File: config.mk
export PLATFORM = sky130hd
export DESIGN_NAME = bcd_display_scanner
export DESIGN_NICKNAME = d
export VERILOG_FILES = /design/src/rtl/bcd_display_scanner.sv
export SDC_FILE = /design/constraint.sdc
export NUM_CORES = 1
export LEC_CHECK = 0
export BUFFER_PORTS_ARGS = -buffer_cell sky130_fd_sc_hd__buf_2
export CAP_MARGIN = 15
export CORE_ASPECT_RATIO = 1.25
export CORE_MARGIN = 5
export CORE_UTILIZATION = 60
export CTS_BUF_LIST = sky130_fd_sc_hd__clkbuf_8 sky130_fd_sc_hd__clkbuf_16
export DETAILED_ROUTE_END_ITERATION = 8
export GPL_TIMING_DRIVEN = 1
export PLACE_DENSITY = 0.87
export SLEW_MARGIN = 10
export SYNTH_ARGS = -nofsm -noshare
export SYNTH_HDL_FRONTEND = slang
export SYNTH_SLANG_ARGS = --single-unit
File: constraint.sdc
create_clock -name clk -period 3.8 [get_ports clk]
set_clock_uncertainty 0.2 [all_clocks]
set_input_delay 0.95 -clock clk [delete_from_list [all_inputs] [get_ports clk]]
set_output_delay 0.95 -clock clk [all_outputs]
set_load 0.005 [all_outputs]
File: src/rtl/bcd_display_scanner.sv
`default_nettype none
// ============================================================================
// Module      : bcd_display_scanner
// Description : Multiplexed seven-segment scan driver. Captures packed BCD
//               digits into a shadow register at frame boundaries, then scans
//               them onto a shared segment bus with guard blanking and
//               optional leading-zero suppression.
// Revision    : 1.0 - initial release
// ============================================================================
module bcd_display_scanner #(
    parameter int NUM_DIGITS     = 4,
    parameter int REFRESH_DIV    = 100000,
    parameter int GUARD          = 2,
    parameter int SEG_ACTIVE_LOW = 1,
    parameter int AN_ACTIVE_LOW  = 1
) (
    input  logic                          clk,
    input  logic                          rst,
    input  logic [4*NUM_DIGITS-1:0]       bcd_in,
    input  logic [NUM_DIGITS-1:0]         dp_in,
    input  logic                          load,
    input  logic                          blank_lz,
    output logic [6:0]                    seg_out,
    output logic                          dp_out,
    output logic [NUM_DIGITS-1:0]         an_out,
    output logic [$clog2(NUM_DIGITS)-1:0] scan_idx,
    output logic                          frame_done
);

    localparam int c_IDX_W = $clog2(NUM_DIGITS);
    localparam int c_PW    = $clog2(REFRESH_DIV + 1);

    localparam logic [c_PW-1:0]    c_TC      = c_PW'(REFRESH_DIV - 1);
    localparam logic [c_PW-1:0]    c_GUARD   = c_PW'(GUARD);
    localparam logic [c_IDX_W-1:0] c_LAST    = c_IDX_W'(NUM_DIGITS - 1);
    localparam logic               c_SEG_INV = (SEG_ACTIVE_LOW != 0);
    localparam logic               c_AN_INV  = (AN_ACTIVE_LOW != 0);

    logic [c_PW-1:0]         r_presc;
    logic [4*NUM_DIGITS-1:0] r_stage_bcd;
    logic [NUM_DIGITS-1:0]   r_stage_dp;
    logic                    r_pending;
    logic [4*NUM_DIGITS-1:0] r_shadow_bcd;
    logic [NUM_DIGITS-1:0]   r_shadow_dp;

    logic                    w_slot_end;
    logic                    w_wrap;
    logic [NUM_DIGITS-1:0]   w_blank_vec;
    logic                    w_zero_run;
    logic [3:0]              w_digit;
    logic                    w_dp;
    logic                    w_blank;
    logic [NUM_DIGITS-1:0]   w_an_hi;
    logic [6:0]              w_seg_hi;

    assign w_slot_end = (r_presc == c_TC);
    assign w_wrap     = w_slot_end && (scan_idx == c_LAST);
    // The wrap edge is the frame boundary; the pulse marks the cycle ending there.
    assign frame_done = w_wrap;

    // Prescaler and slot index: one slot per REFRESH_DIV cycles, wrapping per frame.
    always_ff @(posedge clk or posedge rst) begin
        if (rst) begin
            r_presc  <= '0;
            scan_idx <= '0;
        end else if (w_slot_end) begin
            r_presc  <= '0;
            scan_idx <= w_wrap ? '0 : scan_idx + 1'b1;
        end else begin
            r_presc  <= r_presc + 1'b1;
        end
    end

    // Staging/shadow capture: shadow only updates on the wrap edge so a frame never tears.
    always_ff @(posedge clk or posedge rst) begin
        if (rst) begin
            r_stage_bcd  <= '0;
            r_stage_dp   <= '0;
            r_pending    <= 1'b0;
            r_shadow_bcd <= '0;
            r_shadow_dp  <= '0;
        end else begin
            if (load) begin
                r_stage_bcd <= bcd_in;
                r_stage_dp  <= dp_in;
            end
            if (w_wrap) begin
                // A load coinciding with the wrap bypasses staging directly.
                if (load) begin
                    r_shadow_bcd <= bcd_in;
                    r_shadow_dp  <= dp_in;
                end else if (r_pending) begin
                    r_shadow_bcd <= r_stage_bcd;
                    r_shadow_dp  <= r_stage_dp;
                end
                r_pending <= 1'b0;
            end else if (load) begin
                r_pending <= 1'b1;
            end
        end
    end

    // Leading-zero mask: digit i is a candidate when it and every digit above are zero.
    always_comb begin
        w_zero_run  = 1'b1;
        w_blank_vec = '0;
        for (int i = NUM_DIGITS - 1; i >= 0; i--) begin
            w_zero_run = w_zero_run & (r_shadow_bcd[i*4 +: 4] == 4'd0);
            if (i > 0) begin
                w_blank_vec[i] = w_zero_run;
            end
        end
    end

    // Select the digit, decimal point, blank flag and anode for the current slot.
    always_comb begin
        w_digit = 4'd0;
        w_dp    = 1'b0;
        w_blank = 1'b0;
        w_an_hi = '0;
        for (int i = 0; i < NUM_DIGITS; i++) begin
            if (scan_idx == c_IDX_W'(i)) begin
                w_digit    = r_shadow_bcd[i*4 +: 4];
                w_dp       = r_shadow_dp[i];
                w_blank    = blank_lz & w_blank_vec[i];
                w_an_hi[i] = 1'b1;
            end
        end
    end

    // BCD to seven-segment, active-high {g,f,e,d,c,b,a}; non-decimal codes show a dash.
    always_comb begin
        w_seg_hi = 7'h40;
        case (w_digit)
            4'd0:    w_seg_hi = 7'h3F;
            4'd1:    w_seg_hi = 7'h06;
            4'd2:    w_seg_hi = 7'h5B;
            4'd3:    w_seg_hi = 7'h4F;
            4'd4:    w_seg_hi = 7'h66;
            4'd5:    w_seg_hi = 7'h6D;
            4'd6:    w_seg_hi = 7'h7D;
            4'd7:    w_seg_hi = 7'h07;
            4'd8:    w_seg_hi = 7'h7F;
            4'd9:    w_seg_hi = 7'h6F;
            default: w_seg_hi = 7'h40;
        endcase
    end

    // Registered display outputs: dark during the guard window and for blanked digits.
    always_ff @(posedge clk or posedge rst) begin
        if (rst) begin
            an_out  <= {NUM_DIGITS{c_AN_INV}};
            seg_out <= {7{c_SEG_INV}};
            dp_out  <= c_SEG_INV;
        end else if ((r_presc < c_GUARD) || w_blank) begin
            an_out  <= {NUM_DIGITS{c_AN_INV}};
            seg_out <= {7{c_SEG_INV}};
            dp_out  <= c_SEG_INV;
        end else begin
            an_out  <= w_an_hi ^ {NUM_DIGITS{c_AN_INV}};
            seg_out <= w_seg_hi ^ {7{c_SEG_INV}};
            dp_out  <= w_dp ^ c_SEG_INV;
        end
    end

endmodule
`default_nettype wire
==> metrics <==
crit start category flop; Post-CTS Setup Bufs 0; Crit. End Element primary output; final setup fails 0; Synth area leaders dfrtp_1, dfstp_2, mux2_4, mux2_2, ha_1; Place WS 0.799 ns; share of post-route cells with drive strength above 1 0.369; sw frac 0.212; clock latency on the worst-skew pair 0.35 ns; worst path cell trace ha_1 > and4_1 > nand3_1 > nor3_1 > and2_1 > buf_2; CORE AREA 0.00574 mm2; Crit Path Max Fanout 4; routability-driven placement congestion ratio 0.953; Worst slew margin 0.513; n_diodes 0; Synth Area in Simple Gates 0.144; ys async rst share 1.00; post-synthesis cell area 0.00350 mm2; Yosys reg bits 72; hold buffer count at cts 0; Post-synth top cells dfrtp_1, mux2_2, mux2_4; Comb pwr share 0.044; Routed Antenna Nets 0; Ys Warns 0; Max Root-Sink Buffers 2; Final Hold Vio Count 0; DIE HEIGHT 95.4 um; via count 2313; Clk network pwr share 0.412; # rows 31; I/O pin count 39; post-synth top area cell dfrtp_1; leakage 1.84 nW; maxcap violations 0; first-pass GRT wire length 11400 um; Avg Inst Size Synth 12.7 um2; grt ovf 0; mux contribution to synthesized area 0.156; hpwl dp 4880 um; antenna violations before repair 0; layout overhead on the synthesized area 11.0%; period utilization 0.829; Synth Area in Compound Gates 0.0712; DRC viols 0; Mapped Cells 275; Fin Setup TNS 0 ns; crit path DAT 2.00 ns; CP max stage delay 0.39 ns; Starting Density 0.609; Adder-Cell Fraction of Synth Area 0.0358; CP Class flop to primary output; Worst-path clk slew 0.07 ns; vias in the first global route 2397; register area share after synthesis 0.519; Synth top area share 0.429; Routed WL 6810 um; Port-buffer cells 38; largest net degree at the start of global routing 35; die area 0.00746 mm2; slowest CP cell dfrtp_1; Min Hold Slack 0.286 ns; DR pass1 iterations 4; final worst setup slack 0.650 ns; # nets final 349; Non-Filler Instances 386; R2R depth 8; WHS Path Cells 1; flop2flop setup slack 0.68 ns; post-layout minimum cycle time 3.15 ns; All-Layer GR Usage 0.202; net switching power figure 0.309 mW; Distinct cells, synth 45; Vias/cell 5.99; Max Freq 317 MHz; Reg-to-Reg End seg_out[3]; Cells after DPL 370; CTS sink cnt 72; internal power component 1.15 mW; xor/xnor share of the synthesized area 0.0326; largest family of logic cells by synthesized area multiplexers; syn nets 309; number of synthesized flops with an enable pin 0; PwrDens 376 mW/mm2; Fillers 438; maximum VDD drop 0.297 mV; initial detailed-routing violation count 153; count leader, synth dfrtp_1; clock root buffer clkbuf_8; actual slew at the worst max-slew pin 0.730 ns; routed length per instance 17.6 um; CTS buffer count 9; pins over their slew limit 0; TritonCTS clock tree yes; Critical path origin r_presc[1]; cts repair resizes 0; RSZ-0062 raised after global routing no; sequential share of power 0.543; crit path capture frame_done; CP required 2.65 ns; Pwr Total 1.46 mW; Top FF cell, synth dfrtp_1; R2R Path Start scan_idx[0]; worst min path class flop to flop; status complete, no violations; Die Wd 78.3 um; H-tree levels 3
## how the worst min path moves through the flow
| stage | start | endpoint | slack (ns) |
|---|---|---|---|
| 6_report | r_presc[0] | r_presc[0] | 0.29 |
| 5_1_grt | r_stage_bcd[0] | r_stage_bcd[0] | 0.32 |
| 4_1_cts | r_presc[0] | r_presc[0] | 0.29 |
| 3_5_place_dp | r_presc[0] | r_presc[0] | 0.28 |
| 3_3_place_gp | r_presc[0] | r_presc[0] | 0.27 |
| 2_1_floorplan | r_presc[0] | r_presc[0] | 0.25 |
## sequential cells by signal (all words and copies together) (netlist names)
name / cells
r_shadow_bcd: 16
an_out: 4
r_presc: 17
r_stage_bcd: 16
r_shadow_dp: 4
seg_out: 7
r_pending: 1
dp_out: 1
r_stage_dp: 4
scan_idx: 2
## layout make-up
type,count,area (um2),share of cell area
Multi-Input combinational cell,182,1540,0.396
Clock inverter,5,47.5,0.0122
Sequential cell,72,1820,0.468
Inverter,9,33.8,0.00870
Tap cell,66,82.6,0.0213
Clock buffer,11,151,0.0390
Timing Repair Buffer,41,213,0.0548
## worst max-delay path: cells and delay by family, from the launching register on
family	cells	cell delay, ns
DFF	1	0.39
adders and majority gates	1	0.24
buffers and inverters	1	0.12
and+or+nand+nor	4	0.89
## per-layer routing
metal	global-route usage	routed length (um)	vias to the layer above
li1	-	-	1077
met5	0	0	-
met2	0.361	3610	58
met4	0.121	238	0
met3	0.0491	322	24
met1	0.218	2640	1154
## stage by stage
step	area (um2)	util
floorplan	3500	-
global placement	3680	0.642
detailed placement	3680	0.642
CTS	3880	0.676
global route	3880	0.676
finish	3880	0.676
## cells by family after synthesis
logic type / Yosys count
AO/OA/AOI/OAI: 33
flip-flops: 72
adder cells (fa/ha/maj): 10
XOR/XNOR: 13
multiplexers: 42
AND/OR/NAND/NOR: 84
buffers and inverters: 21
## power by group through the flow
stage,Clock (mW),Combinational [mW],Sequential (mW)
3_5_place_dp,0,0.0667,0.807
3_3_place_gp,0,0.0640,0.806
2_1_floorplan,0,0.0438,0.805
5_1_grt,0.649,0.0735,0.794
6_report,0.602,0.0648,0.793
4_1_cts,0.609,0.0671,0.793
## cells in the final DEF, fill, tap and decap left out, types with 3 or more instances in the layout
cell and n:
dfrtp_1 60, buf_2 38, mux2_2 21, mux2_4 20, nand3_1 15, dfstp_2 12
nor2_1 11, clkbuf_8 11, nor3_1 10, inv_1 10, xnor2_1 10, ha_1 10
nand2_1 8, o211ai_1 8, a211oi_1 5, a221oi_1 5, nor2b_1 5, nand4_1 5
a21oi_1 4, and4_1 3, nand3b_1 3, nor3b_1 3, nor4_1 3, o21ai_0 3
and2_1 3, xor2_1 3, buf_4 3
Note: power is estimated with default switching activity, not from simulation.
